## src/rtl/reg_bank_arb_if.sv

```systemverilog
// Request/grant bus between two requesters and the shared register bank arbiter.
// Carries both requesters' access fields and the arbiter's registered responses.
// The master drives req/we/addr/wdata. The slave (arbiter) drives gnt/ack/rdata/busy/cnt.
interface reg_bank_arb_if #(
  parameter int DW = 8,
  parameter int AW = 2
);
  logic          req0;
  logic          req1;
  logic          we0;
  logic          we1;
  logic [AW-1:0] addr0;
  logic [AW-1:0] addr1;
  logic [DW-1:0] wdata0;
  logic [DW-1:0] wdata1;
  logic          gnt0;
  logic          gnt1;
  logic          ack0;
  logic          ack1;
  logic [DW-1:0] rdata;
  logic          busy;
  logic [7:0]    cnt0;
  logic [7:0]    cnt1;

  modport master (
    output req0, req1, we0, we1, addr0, addr1, wdata0, wdata1,
    input  gnt0, gnt1, ack0, ack1, rdata, busy, cnt0, cnt1
  );

  modport slave (
    input  req0, req1, we0, we1, addr0, addr1, wdata0, wdata1,
    output gnt0, gnt1, ack0, ack1, rdata, busy, cnt0, cnt1
  );
endinterface

```

## src/rtl/reg_bank_arb.sv

```systemverilog
// Two-requester round-robin arbiter in front of a 2**AW x DW flop register bank.
// Latency: req sampled at edge N -> gnt in cycle N+1 -> ack/rdata in cycle N+2; one transaction per 3 cycles.
// Backpressure: losers and requests arriving while busy simply stay pending until the next IDLE.
// Optional completion counters are enabled with the REG_BANK_ARB_STATS_EN macro.
module reg_bank_arb #(
  parameter int DW = 8,
  parameter int AW = 2
) (
  input  logic           clk,
  input  logic           reset,
  reg_bank_arb_if.slave  bus
);

  localparam int DEPTH = 2 ** AW;

  typedef enum logic [1:0] {IDLE, ACCESS, DONE} state_t;

  state_t        r_state;
  logic          r_last;   // last served requester; 1 so requester 0 wins the first tie
  logic          r_sel;    // requester owning the in-flight transaction
  logic          r_we;
  logic [AW-1:0] r_addr;
  logic [DW-1:0] r_wdata;
  logic [DW-1:0] r_rdata;
  logic          r_gnt0;
  logic          r_gnt1;
  logic          r_ack0;
  logic          r_ack1;
  logic          r_busy;
  logic [DW-1:0] r_bank [DEPTH];

  // Round-robin pick: on a tie the requester not served last wins.
  logic w_win;
  assign w_win = (bus.req0 && bus.req1) ? ~r_last : bus.req1;

  // Transaction FSM: capture winner in IDLE, perform access at the end of ACCESS, release in DONE.
  always_ff @(posedge clk) begin
    if (reset) begin
      r_state <= IDLE;
      r_last  <= 1'b1;
      r_sel   <= 1'b0;
      r_we    <= 1'b0;
      r_addr  <= '0;
      r_wdata <= '0;
      r_rdata <= '0;
      r_gnt0  <= 1'b0;
      r_gnt1  <= 1'b0;
      r_ack0  <= 1'b0;
      r_ack1  <= 1'b0;
      r_busy  <= 1'b0;
      for (int i = 0; i < DEPTH; i++) r_bank[i] <= '0;
    end else begin
      case (r_state)
        IDLE: begin
          if (bus.req0 || bus.req1) begin
            r_state <= ACCESS;
            r_sel   <= w_win;
            r_last  <= w_win;
            r_we    <= w_win ? bus.we1    : bus.we0;
            r_addr  <= w_win ? bus.addr1  : bus.addr0;
            r_wdata <= w_win ? bus.wdata1 : bus.wdata0;
            r_gnt0  <= ~w_win;
            r_gnt1  <= w_win;
            r_busy  <= 1'b1;
          end
        end
        ACCESS: begin
          r_state <= DONE;
          r_gnt0  <= 1'b0;
          r_gnt1  <= 1'b0;
          r_ack0  <= ~r_sel;
          r_ack1  <= r_sel;
          if (r_we) begin
            r_bank[r_addr] <= r_wdata;
            r_rdata        <= '0;
          end else begin
            r_rdata <= r_bank[r_addr];
          end
        end
        DONE: begin
          r_state <= IDLE;
          r_ack0  <= 1'b0;
          r_ack1  <= 1'b0;
          r_rdata <= '0;
          r_busy  <= 1'b0;
        end
        default: r_state <= IDLE;
      endcase
    end
  end

  assign bus.gnt0  = r_gnt0;
  assign bus.gnt1  = r_gnt1;
  assign bus.ack0  = r_ack0;
  assign bus.ack1  = r_ack1;
  assign bus.rdata = r_rdata;
  assign bus.busy  = r_busy;

`ifdef REG_BANK_ARB_STATS_EN
  logic [7:0] r_cnt0;
  logic [7:0] r_cnt1;

  // Count completions as the ack is issued; 8-bit wrap is intentional.
  always_ff @(posedge clk) begin
    if (reset) begin
      r_cnt0 <= '0;
      r_cnt1 <= '0;
    end else if (r_state == ACCESS) begin
      if (r_sel) r_cnt1 <= r_cnt1 + 8'd1;
      else       r_cnt0 <= r_cnt0 + 8'd1;
    end
  end

  assign bus.cnt0 = r_cnt0;
  assign bus.cnt1 = r_cnt1;
`else
  assign bus.cnt0 = 8'd0;
  assign bus.cnt1 = 8'd0;
`endif

endmodule

```

## src/flat_wrapper.sv

```systemverilog
// flat-port wrapper written by rule: the top's interface ports become plain ports
module reg_bank_arb_flat 
#(
  parameter int DW = 8,
  parameter int AW = 2
)
  (clk, reset, bus_req0, bus_req1, bus_we0, bus_we1, bus_addr0, bus_addr1, bus_wdata0, bus_wdata1, bus_gnt0, bus_gnt1, bus_ack0, bus_ack1, bus_rdata, bus_busy, bus_cnt0, bus_cnt1);
  reg_bank_arb_if #(.DW(DW), .AW(AW)) bus_i ();
  input  logic clk;
  input  logic reset;
  input wire logic [$bits(bus_i.req0)-1:0] bus_req0;
  input wire logic [$bits(bus_i.req1)-1:0] bus_req1;
  input wire logic [$bits(bus_i.we0)-1:0] bus_we0;
  input wire logic [$bits(bus_i.we1)-1:0] bus_we1;
  input wire logic [$bits(bus_i.addr0)-1:0] bus_addr0;
  input wire logic [$bits(bus_i.addr1)-1:0] bus_addr1;
  input wire logic [$bits(bus_i.wdata0)-1:0] bus_wdata0;
  input wire logic [$bits(bus_i.wdata1)-1:0] bus_wdata1;
  output wire logic [$bits(bus_i.gnt0)-1:0] bus_gnt0;
  output wire logic [$bits(bus_i.gnt1)-1:0] bus_gnt1;
  output wire logic [$bits(bus_i.ack0)-1:0] bus_ack0;
  output wire logic [$bits(bus_i.ack1)-1:0] bus_ack1;
  output wire logic [$bits(bus_i.rdata)-1:0] bus_rdata;
  output wire logic [$bits(bus_i.busy)-1:0] bus_busy;
  output wire logic [$bits(bus_i.cnt0)-1:0] bus_cnt0;
  output wire logic [$bits(bus_i.cnt1)-1:0] bus_cnt1;
  assign bus_i.req0 = bus_req0;
  assign bus_i.req1 = bus_req1;
  assign bus_i.we0 = bus_we0;
  assign bus_i.we1 = bus_we1;
  assign bus_i.addr0 = bus_addr0;
  assign bus_i.addr1 = bus_addr1;
  assign bus_i.wdata0 = bus_wdata0;
  assign bus_i.wdata1 = bus_wdata1;
  assign bus_gnt0 = bus_i.gnt0;
  assign bus_gnt1 = bus_i.gnt1;
  assign bus_ack0 = bus_i.ack0;
  assign bus_ack1 = bus_i.ack1;
  assign bus_rdata = bus_i.rdata;
  assign bus_busy = bus_i.busy;
  assign bus_cnt0 = bus_i.cnt0;
  assign bus_cnt1 = bus_i.cnt1;
  reg_bank_arb #(.DW(DW), .AW(AW)) u_core (.clk(clk), .reset(reset), .bus(bus_i));
endmodule
```

## config.mk

```make
export PLATFORM = sky130hd
export DESIGN_NAME = reg_bank_arb_flat
export DESIGN_NICKNAME = d
export VERILOG_FILES = /design/src/rtl/reg_bank_arb_if.sv /design/src/rtl/reg_bank_arb.sv /design/src/flat_wrapper.sv
export SDC_FILE = /design/constraint.sdc
export NUM_CORES = 1
export LEC_CHECK = 0
export ABC_AREA = 1
export BUFFER_PORTS_ARGS = -buffer_cell sky130_fd_sc_hd__buf_2
export CORE_MARGIN = 2
export CORE_UTILIZATION = 59
export DETAILED_ROUTE_END_ITERATION = 10
export PLACE_DENSITY = 0.95
export SETUP_SLACK_MARGIN = 0.2
export SLEW_MARGIN = 10
export SYNTH_ARGS = -nofsm -noshare
export SYNTH_HDL_FRONTEND = slang
export SYNTH_SLANG_ARGS = --single-unit
export TNS_END_PERCENT = 50
```

## constraint.sdc

```tcl
create_clock -name clk -period 3.2 [get_ports clk]
set_clock_uncertainty 0.05 [all_clocks]
set_input_delay 0.64 -clock clk [delete_from_list [all_inputs] [get_ports clk]]
set_output_delay 0.64 -clock clk [all_outputs]
set_load 0.02 [all_outputs]
```

==> qor.txt, run 1 <==
LAYOUT
--------------------------------------------------------------------------------------------------------
Number of filler cells placed in the layout                                                          357
Register area                                                                                0.00156 mm²
Area added between synthesis and finish                                                            12.1%
Core Util, Final                                                                                   69.7%
Multi-input gate area in the final layout                                                    0.00107 mm²
Share of layout cells above drive strength 1                                                       16.2%
Number of diodes added for antenna fixing                                                              0
# nets final                                                                                         428

CLOCKING
--------------------------------------------------------------------------------------------------------
Post-CTS clock slew at the launch and capture registers of the worst setup and hold paths          70 ps
Clock buffer depth                                                                                     2
CTS tree                                                                                           built
H-tree lvl count                                                                                       3
Resized cells post-CTS                                                                                 0
Clk_lat worst skew                                                                                340 ps
Quantity of hold-fixing buffers added after cts                                                        0
CTS sink count                                                                                        62
Post-CTS setup repair buffer count                                                                     0
Clock Tree Root                                                                                 clkbuf_8
Clock buffer count from CTS                                                                            9

STA
--------------------------------------------------------------------------------------------------------
Worst slew pin tran                                                                               542 ps
Sum Neg Setup Slack                                                                                 0 ps
Setup-violating endpoint count in the final report                                                     0
RSZ-0062 raised after global routing                                                               false
Max transition margin                                                                              63.8%
Final hold vios                                                                                        0
Fraction of the cycle the final worst path needs                                                   74.5%
Fmax                                                                                           0.419 GHz
Max Slew Vio Count                                                                                     0
Post-layout minimum cycle time                                                                   2380 ps

PWR
--------------------------------------------------------------------------------------------------------
Sequential group share of total power                                                              44.3%
Cell-internal power                                                                            0.00153 W
Share of power burned in the clock network                                                         38.4%
Relative contribution of combinational cells to total power                                        17.3%
Leak pwr                                                                                         1.54 nW
Worst IR drop on VDD                                                                            0.394 mV
Power spent charging and discharging nets                                                     0.000614 W
Total power per unit cell area                                                                641 mW/mm²
Final total power                                                                              0.00214 W
Switching share of power                                                                           28.7%

PLACEMENT
--------------------------------------------------------------------------------------------------------
HPWL reported at the end of detailed placement                                                   4620 µm
GP Congestion                                                                                      0.902
Count of input and output buffers                                                                     38

LOGIC SYNTHESIS
--------------------------------------------------------------------------------------------------------
Ys Warns                                                                                               0
Mean Syn Cell Area                                                                              8.22 µm²
Synth Register Bits                                                                                   62
Number of distinct library cells after synthesis                                                      25
Count of mapped cells out of synthesis                                                               362
Mapped Area                                                                                  0.00298 mm²
Sequential fraction of the synthesis area                                                          52.5%

CRITICAL PATH
--------------------------------------------------------------------------------------------------------
Worst setup startpoint                                                                             reset
Largest driver fanout on the critical path                                                            19
Element type at the critical path start                                                        input pin
Crit path kind                                                                              input pin to flip-flop
Crit path to                                                                                u_core.r_bank[2][1]
Startpoint of the worst-slack reg-to-reg timing path                                        u_core.r_state[1]
Cells on worst reg2reg path                                                                            6
End of the worst register-to-register path                                                  u_core.r_bank[2][1]
Minimum setup slack among reg-to-reg paths                                                        860 ps
Sort of element at the end of the critical path                                                flip-flop
Worst endpoint data arrival time                                                                 2330 ps
Worst Path Required                                                                              3150 ps

RUN
--------------------------------------------------------------------------------------------------------
Max_cap viols                                                                                          0

HOLD PATH
--------------------------------------------------------------------------------------------------------
Min-Delay Path Class                                                                        flip-flop to flip-flop

DIE
--------------------------------------------------------------------------------------------------------
Width of the die                                                                                 75.0 µm
Area of the core                                                                             0.00479 mm²
Row cnt                                                                                               25
Count of pins on the block boundary                                                                   55
Die outline area                                                                             0.00563 mm²
Initial cell density of the core                                                                   62.2%
Height of the chip                                                                               75.0 µm

ROUTE
--------------------------------------------------------------------------------------------------------
Routed wire per std cell                                                                         13.9 µm
DR DRC count                                                                                           0
Vias per Instance                                                                                   5.12
First-pass iteration count of the detailed router                                                      5
Post-detailed-routing wire length                                                                6510 µm
Iter 0 DRT Violations                                                                                241
Number of vias after detailed routing                                                               2403
ANT nets after route                                                                                   0

STATUS
--------------------------------------------------------------------------------------------------------
Outcome                                                                                     finished clean

GLOBAL ROUTE
--------------------------------------------------------------------------------------------------------
Aggregate global-route resource usage                                                              25.8%
First-pass GRT wire length                                                                      10400 µm
Aggregate global routing overflow                                                                      0
Antenna violations before repair                                                                       0
Number of global-route vias before repair                                                           2317
Pin count of the biggest net entering global routing                                                  20

[power by group through the flow]
stage	logic, W	clock network (W)	registers [W]
6_report	0.000369	0.000822	0.000948
5_1_grt	0.000414	0.000852	0.000954
4_1_cts	0.000365	0.000822	0.000947
3_5_place_dp	0.000359	0	0.000963
3_3_place_gp	0.000347	0	0.000959
2_1_floorplan	0.000274	0	0.000971
[how the worst min path moves through the flow]
stage / start / end / slack (ps) / depth (start not counted)
2_1_floorplan: u_core.r_wdata[3] / u_core.r_wdata[3] / 400 / 2
3_3_place_gp: u_core.bus.ack1 / u_core.bus.ack1 / 400 / 2
3_5_place_dp: u_core.bus.rdata[0] / u_core.bus.rdata[0] / 410 / 2
4_1_cts: u_core.bus.rdata[0] / u_core.bus.rdata[0] / 420 / 2
5_1_grt: u_core.bus.rdata[4] / u_core.bus.rdata[4] / 430 / 2
6_report: u_core.bus.rdata[4] / u_core.bus.rdata[4] / 410 / 2
[critical path, stage by stage]
cell     delay [ps]
buf_2           220
inv_2           260
nand3_1         370
nor2_1          320
nand2_2         180
nand2_1         340
[stage by stage]
stage / area (µm²) / setup WS, ps / instances / hold slack, ps
6_report: 3340 / 816 / 469 / 415
3_3_place_gp: 3100 / 708 / 453 / 402
4_1_cts: 3340 / 855 / 469 / 417
3_5_place_dp: 3100 / 496 / 453 / 406
2_1_floorplan: 3030 / 1330 / 377 / 395
5_1_grt: 3340 / 621 / 469 / 429
[routing by layer]
layer  share of wire (%)  GRT usage (%)  vias to the layer above  routed length (µm)
met5                   0              0                        -                   0
met1                  36           27.5                     1066                2360
met4                 4.8           15.9                        0                 310
li1                    -              -                     1171                   -
met2                  51           44.6                      139                3320
met3                 8.1           8.03                       27                 528
[state kept, by name (all words and copies together) (netlist names), 2 cells and up, named ones only]
name              count
u_core.r_wdata        8
u_core.r_bank        32
u_core.bus.rdata      8
u_core.r_addr         2
u_core.r_state        2
[cell usage after synthesis, drive strengths merged]
library cell,count,area [µm²]
nor2,40,150
or2,1,6.26
conb,1,3.75
buf,26,198
a21oi,27,135
dfxtp,30,601
o211ai,2,15.0
nand2,105,404
clkbuf,3,11.3
ha,5,62.6
nand3,25,130
inv,51,196
edfxtp,32,961
nand4,1,6.26
o21ai,10,76.3
nor3,3,20.0
[cell families (layout without fill, tap and decap cells)]
| group | count (synthesis) | count (layout) | synth area share, % |
|---|---|---|---|
| AOI/OAI and AO/OA | 39 | 39 | 7.61 |
| adders and majority gates | 5 | 5 | 2.10 |
| buffers and inverters | 80 | 105 | 13.6 |
| DFF | 62 | 62 | 52.5 |
| other | 1 | 16 | 0.126 |
| and+or+nand+nor | 175 | 175 | 24.1 |
[final cells by class]
type / count / area share, %
clock buffer: 10 / 3.83
timing repair buffer: 38 / 5.70
clock inverter: 6 / 3.30
multi-input combinational: 235 / 32.0
inverter: 51 / 5.89
tap: 67 / 2.51
sequential: 62 / 46.8
[layout by cell type, fill, tap and decap left out]
cell        synthesis  layout
clkbuf_1            3       1
inv_6               1       1
clkinv_1            0       1
o21ai_4             1       1
nor3_2              1       1
o21ai_2             4       4
clkinvlp_4          0       1
dfxtp_1            30      30
clkbuf_8            0       9
conb_1              1      16
buf_2               5      38
ha_1                5       5
o211ai_1            2       2
bufinv_16           0       3
nand3_1            24      24
or2_1               1       1
nand3_2             1       1
nand2_2             4       4
nor3_1              2       2
o21ai_0             5       5
nor2_1             40      40
a21oi_1            27      27
clkinv_4            0       1
inv_2               1       1
inv_1              49      49
edfxtp_1           32      32
nand4_1             1       1
nand2_1           101     101
Note: power is estimated with default switching activity, not from simulation.
==> run 2: changes to the inputs <==
--- a/config.mk
+++ b/config.mk
@@ -5,12 +5,12 @@
 export SDC_FILE = /design/constraint.sdc
 export NUM_CORES = 1
 export LEC_CHECK = 0
-export ABC_AREA = 1
+export ABC_AREA = 0
 export BUFFER_PORTS_ARGS = -buffer_cell sky130_fd_sc_hd__buf_2
 export CORE_MARGIN = 2
-export CORE_UTILIZATION = 59
+export CORE_UTILIZATION = 49
 export DETAILED_ROUTE_END_ITERATION = 10
-export PLACE_DENSITY = 0.95
+export PLACE_DENSITY = 0.86
 export SETUP_SLACK_MARGIN = 0.2
 export SLEW_MARGIN = 10
 export SYNTH_ARGS = -nofsm -noshare
==> constraint.sdc (replaced) <==
create_clock -name clk -period 2.1 [get_ports clk]
set_clock_uncertainty 0.05 [all_clocks]
set_input_delay 0.42 -clock clk [delete_from_list [all_inputs] [get_ports clk]]
set_output_delay 0.42 -clock clk [all_outputs]
set_load 0.02 [all_outputs]
==> run 2 against run 1 <==
Sequential share of layout area increased by 0.23 points. Combinational power grew 32%. Sequential cell count unchanged. Hold slack worse by 130 ps. Largest power group unchanged. Highest routed layer unchanged.
==> qor.txt, run 2 <==
CRITICAL PATH
--------------------------------------------------------------------------------------------------------
Minimum setup slack among reg-to-reg paths                                                        400 ps   -460 ps
CP peak stage delay                                                                               330 ps   -40 ps
Cells traversed along the worst timing path                                                 inv_1, ha_1, nand3b_4, nor3b_2, or2_2
Startpoint of the worst-slack reg-to-reg timing path                                        u_core.r_state[1]
Cells on worst reg2reg path                                                                            5   -1
Element type at the critical path start                                                        flip-flop
End of the worst register-to-register path                                                  u_core.r_bank[1][4]
Crit path kind                                                                              flip-flop to flip-flop
Largest driver fanout on the critical path                                                             8   -11
Critical Path Slowest Stage Cell                                                                 dfxtp_1
Worst setup startpoint                                                                      u_core.r_state[1]
Worst Path Required                                                                              2080 ps   -1070 ps
Sort of element at the end of the critical path                                                flip-flop
Worst endpoint data arrival time                                                                 1680 ps   -650 ps

GLOBAL ROUTE
--------------------------------------------------------------------------------------------------------
Aggregate global routing overflow                                                                      0   unchanged
First-pass GRT wire length                                                                       8890 µm   -15%
Pin count of the biggest net entering global routing                                                  21   +5.0%
Aggregate global-route resource usage                                                              19.1%   -6.8 points
Number of global-route vias before repair                                                           1790   -23%
Antenna violations before repair                                                                       0   unchanged

CLOCKING
--------------------------------------------------------------------------------------------------------
Clk_lat worst skew                                                                                340 ps   about the same
Resized cells post-CTS                                                                                 0   unchanged
Quantity of hold-fixing buffers added after cts                                                        0   unchanged
Clock Tree Root                                                                                 clkbuf_8
CTS tree                                                                                           built
Post-CTS clock slew at the launch and capture registers of the worst setup and hold paths          70 ps   about the same
H-tree lvl count                                                                                       3   unchanged
Post-CTS setup repair buffer count                                                                     0   unchanged
Clock buffer count from CTS                                                                            9   unchanged
CTS sink count                                                                                        62   unchanged
Clock buffer depth                                                                                     2   unchanged

LAYOUT
--------------------------------------------------------------------------------------------------------
Max reg flops                                                                                         32   unchanged
Share of layout cells above drive strength 1                                                       29.5%   +13 points
Highest-count cells in the layout ignoring fill and taps                                    buf_2 (38), and2_1 (33), edfxtp_1 (32), dfxtp_1 (30), nor2_1 (22)
Most common library cell in the layout ignoring fill and taps                                      buf_2
Number of diodes added for antenna fixing                                                              0   unchanged
Area added between synthesis and finish                                                            15.4%
Non-filler instance count after layout                                                               360   -23%
# nets final                                                                                         314   -27%
Top register by number of flip-flops                                                        u_core.r_bank

PLACEMENT
--------------------------------------------------------------------------------------------------------
HPWL reported at the end of detailed placement                                                   3910 µm   -15%
# placed instances                                                                                   344   -24%
Count of input and output buffers                                                                     38   unchanged
GP Congestion                                                                                      0.831   -7.9%

RUN
--------------------------------------------------------------------------------------------------------
Max_cap viols                                                                                          0   unchanged

STA
--------------------------------------------------------------------------------------------------------
Fmax                                                                                           0.587 GHz
Final hold vios                                                                                        0   unchanged
Max transition margin                                                                              54.1%   -9.7 points
Post-layout minimum cycle time                                                                   1700 ps
Fraction of the cycle the final worst path needs                                                   81.1%
RSZ-0062 raised after global routing                                                               false
Setup-violating endpoint count in the final report                                                     0   unchanged
Max Slew Vio Count                                                                                     0   unchanged
Sum Neg Setup Slack                                                                                 0 ps   unchanged
Worst slew pin tran                                                                               682 ps   +140 ps

HOLD PATH
--------------------------------------------------------------------------------------------------------
Worst Min Path Start                                                                        bus_wdata0[3]
Min-Delay Endpoint                                                                          u_core.r_wdata[3]
Min-Delay Path Class                                                                        input pin to flip-flop
Worst Hold Depth                                                                                       3   +1

LOGIC SYNTHESIS
--------------------------------------------------------------------------------------------------------
Cell with the most instances after synthesis                                                      and2_1
Count of mapped cells out of synthesis                                                               239   -34%
Dominant synthesized flop cell                                                                  edfxtp_1
Mean Syn Cell Area                                                                              12.0 µm²   +46%
Top cells by area, synth                                                                    edfxtp_1 (33%), dfxtp_1 (21%), and2_1 (7.2%), mux4_2 (6.3%), buf_4 (4.4%)
Sequential fraction of the synthesis area                                                          54.3%   +1.8 points
Post-synth top cells                                                                        and2_1 (33), edfxtp_1 (32), dfxtp_1 (30)
Mapped Area                                                                                  0.00288 mm²   -3.4%
Number of distinct library cells after synthesis                                                      33   +32%
Fraction of registers with async set/reset                                                            0%   unchanged
Share of the synthesized area in the top cell type                                                 33.4%   +1.1 points
Ys Warns                                                                                               0   unchanged
Largest area contributor in the synthesized netlist                                             edfxtp_1
Number of flops mapped to enable cells by yosys                                                       32   unchanged
Synth Register Bits                                                                                   62   unchanged

DIE
--------------------------------------------------------------------------------------------------------
Height of the chip                                                                               80.6 µm   +7.5%
Area of the core                                                                             0.00557 mm²   +16%
Width of the die                                                                                 80.6 µm   +7.5%
Die outline area                                                                             0.00650 mm²   +15%
Initial cell density of the core                                                                   51.6%   -11 points
Count of pins on the block boundary                                                                   55   unchanged
Row cnt                                                                                               27   +8.0%

ROUTE
--------------------------------------------------------------------------------------------------------
Vias per Instance                                                                                   5.22   +1.9%
Iter 0 DRT Violations                                                                                170   -29%
DR DRC count                                                                                           0   unchanged
Number of vias after detailed routing                                                               1879   -22%
ANT nets after route                                                                                   0   unchanged
Post-detailed-routing wire length                                                                5480 µm   -16%
First-pass iteration count of the detailed router                                                      4   -1
Routed wire per std cell                                                                         15.2 µm   +9.5%

PWR
--------------------------------------------------------------------------------------------------------
Worst IR drop on VDD                                                                            0.745 mV   +89%
Total power per unit cell area                                                                932 mW/mm²   +45%
Leak pwr                                                                                         1.36 nW   -11%

STATUS
--------------------------------------------------------------------------------------------------------
Outcome                                                                                     finished clean

==> run 2: per-layer routing <==
layer  track usage, %  share of wire, %  vias up  routed length, µm
li1                 -                 -      913                  -
met1             24.9                44      908               2400
met2             30.3                50       54               2740
met3             3.82               5.5        4                299
met4             9.66              0.62        0                 34
met5                0                 0        -                  0
==> run 2: kinds of logic (layout without fill, tap and decap cells) <==
| group | after synthesis | after routing | synth area share [%] |
|---|---|---|---|
| AND/OR/NAND/NOR | 88 | 88 | 18.4 |
| flip-flops | 62 | 62 | 54.3 |
| AO/OA/AOI/OAI | 36 | 36 | 9.31 |
| buffers and inverters | 30 | 64 | 6.26 |
| multiplexers | 17 | 17 | 9.40 |
| adder cells (fa/ha/maj) | 5 | 5 | 2.17 |
| other | 1 | 16 | 0.130 |
==> run 2: worst max-delay path, delay by kind of cell (launching register included) <==
family	cells	cell delay, ps
adder cells (fa/ha/maj)	1	310
flip-flops	1	330
buffers and inverters	1	120
AND/OR/NAND/NOR	3	580
==> run 2: report_power, final <==
group	leakage (nW)	internal, W	total, W	switching [W]
Sequential	0.577	0.00136	0.00145	0.0000867
Combinational	0.675	0.000203	0.000487	0.000284
Clock	0.109	0.000671	0.00116	0.000484
==> run 2: area by class of cell <==
type / count / area, µm²
sequential: 62 / 1560
clock buffer: 9 / 124
fill: 470 / 2250
inverter: 3 / 11.3
multi-input combinational: 162 / 1190
clock inverter: 7 / 98.8
tap: 72 / 90.1
timing repair buffer: 45 / 243
==> run 2: worst max path at each step <==
stage                                endpoint  slack (ps)  cells past startpoint
after floorplan           u_core.r_bank[2][0]         420                      5
after global routing      u_core.r_bank[1][4]         300                      5
after global placement    u_core.r_bank[0][2]         410                      4
final                     u_core.r_bank[1][4]         400                      5
after detailed placement  u_core.r_bank[1][1]         370                      4
after CTS                 u_core.r_bank[1][4]         400                      5
==> run 2: through the flow <==
stage	hold slack, ps	area, µm²	util (%)	setup slack (ps)	power (W)
6_report	287	3320	59.6	397	0.00309
5_1_grt	298	3320	59.6	298	0.00323
4_1_cts	273	3320	59.6	401	0.00312
3_5_place_dp	410	3100	55.6	372	0.00197
3_3_place_gp	405	3100	55.6	411	0.00194
2_1_floorplan	428	2930	-	418	0.00183
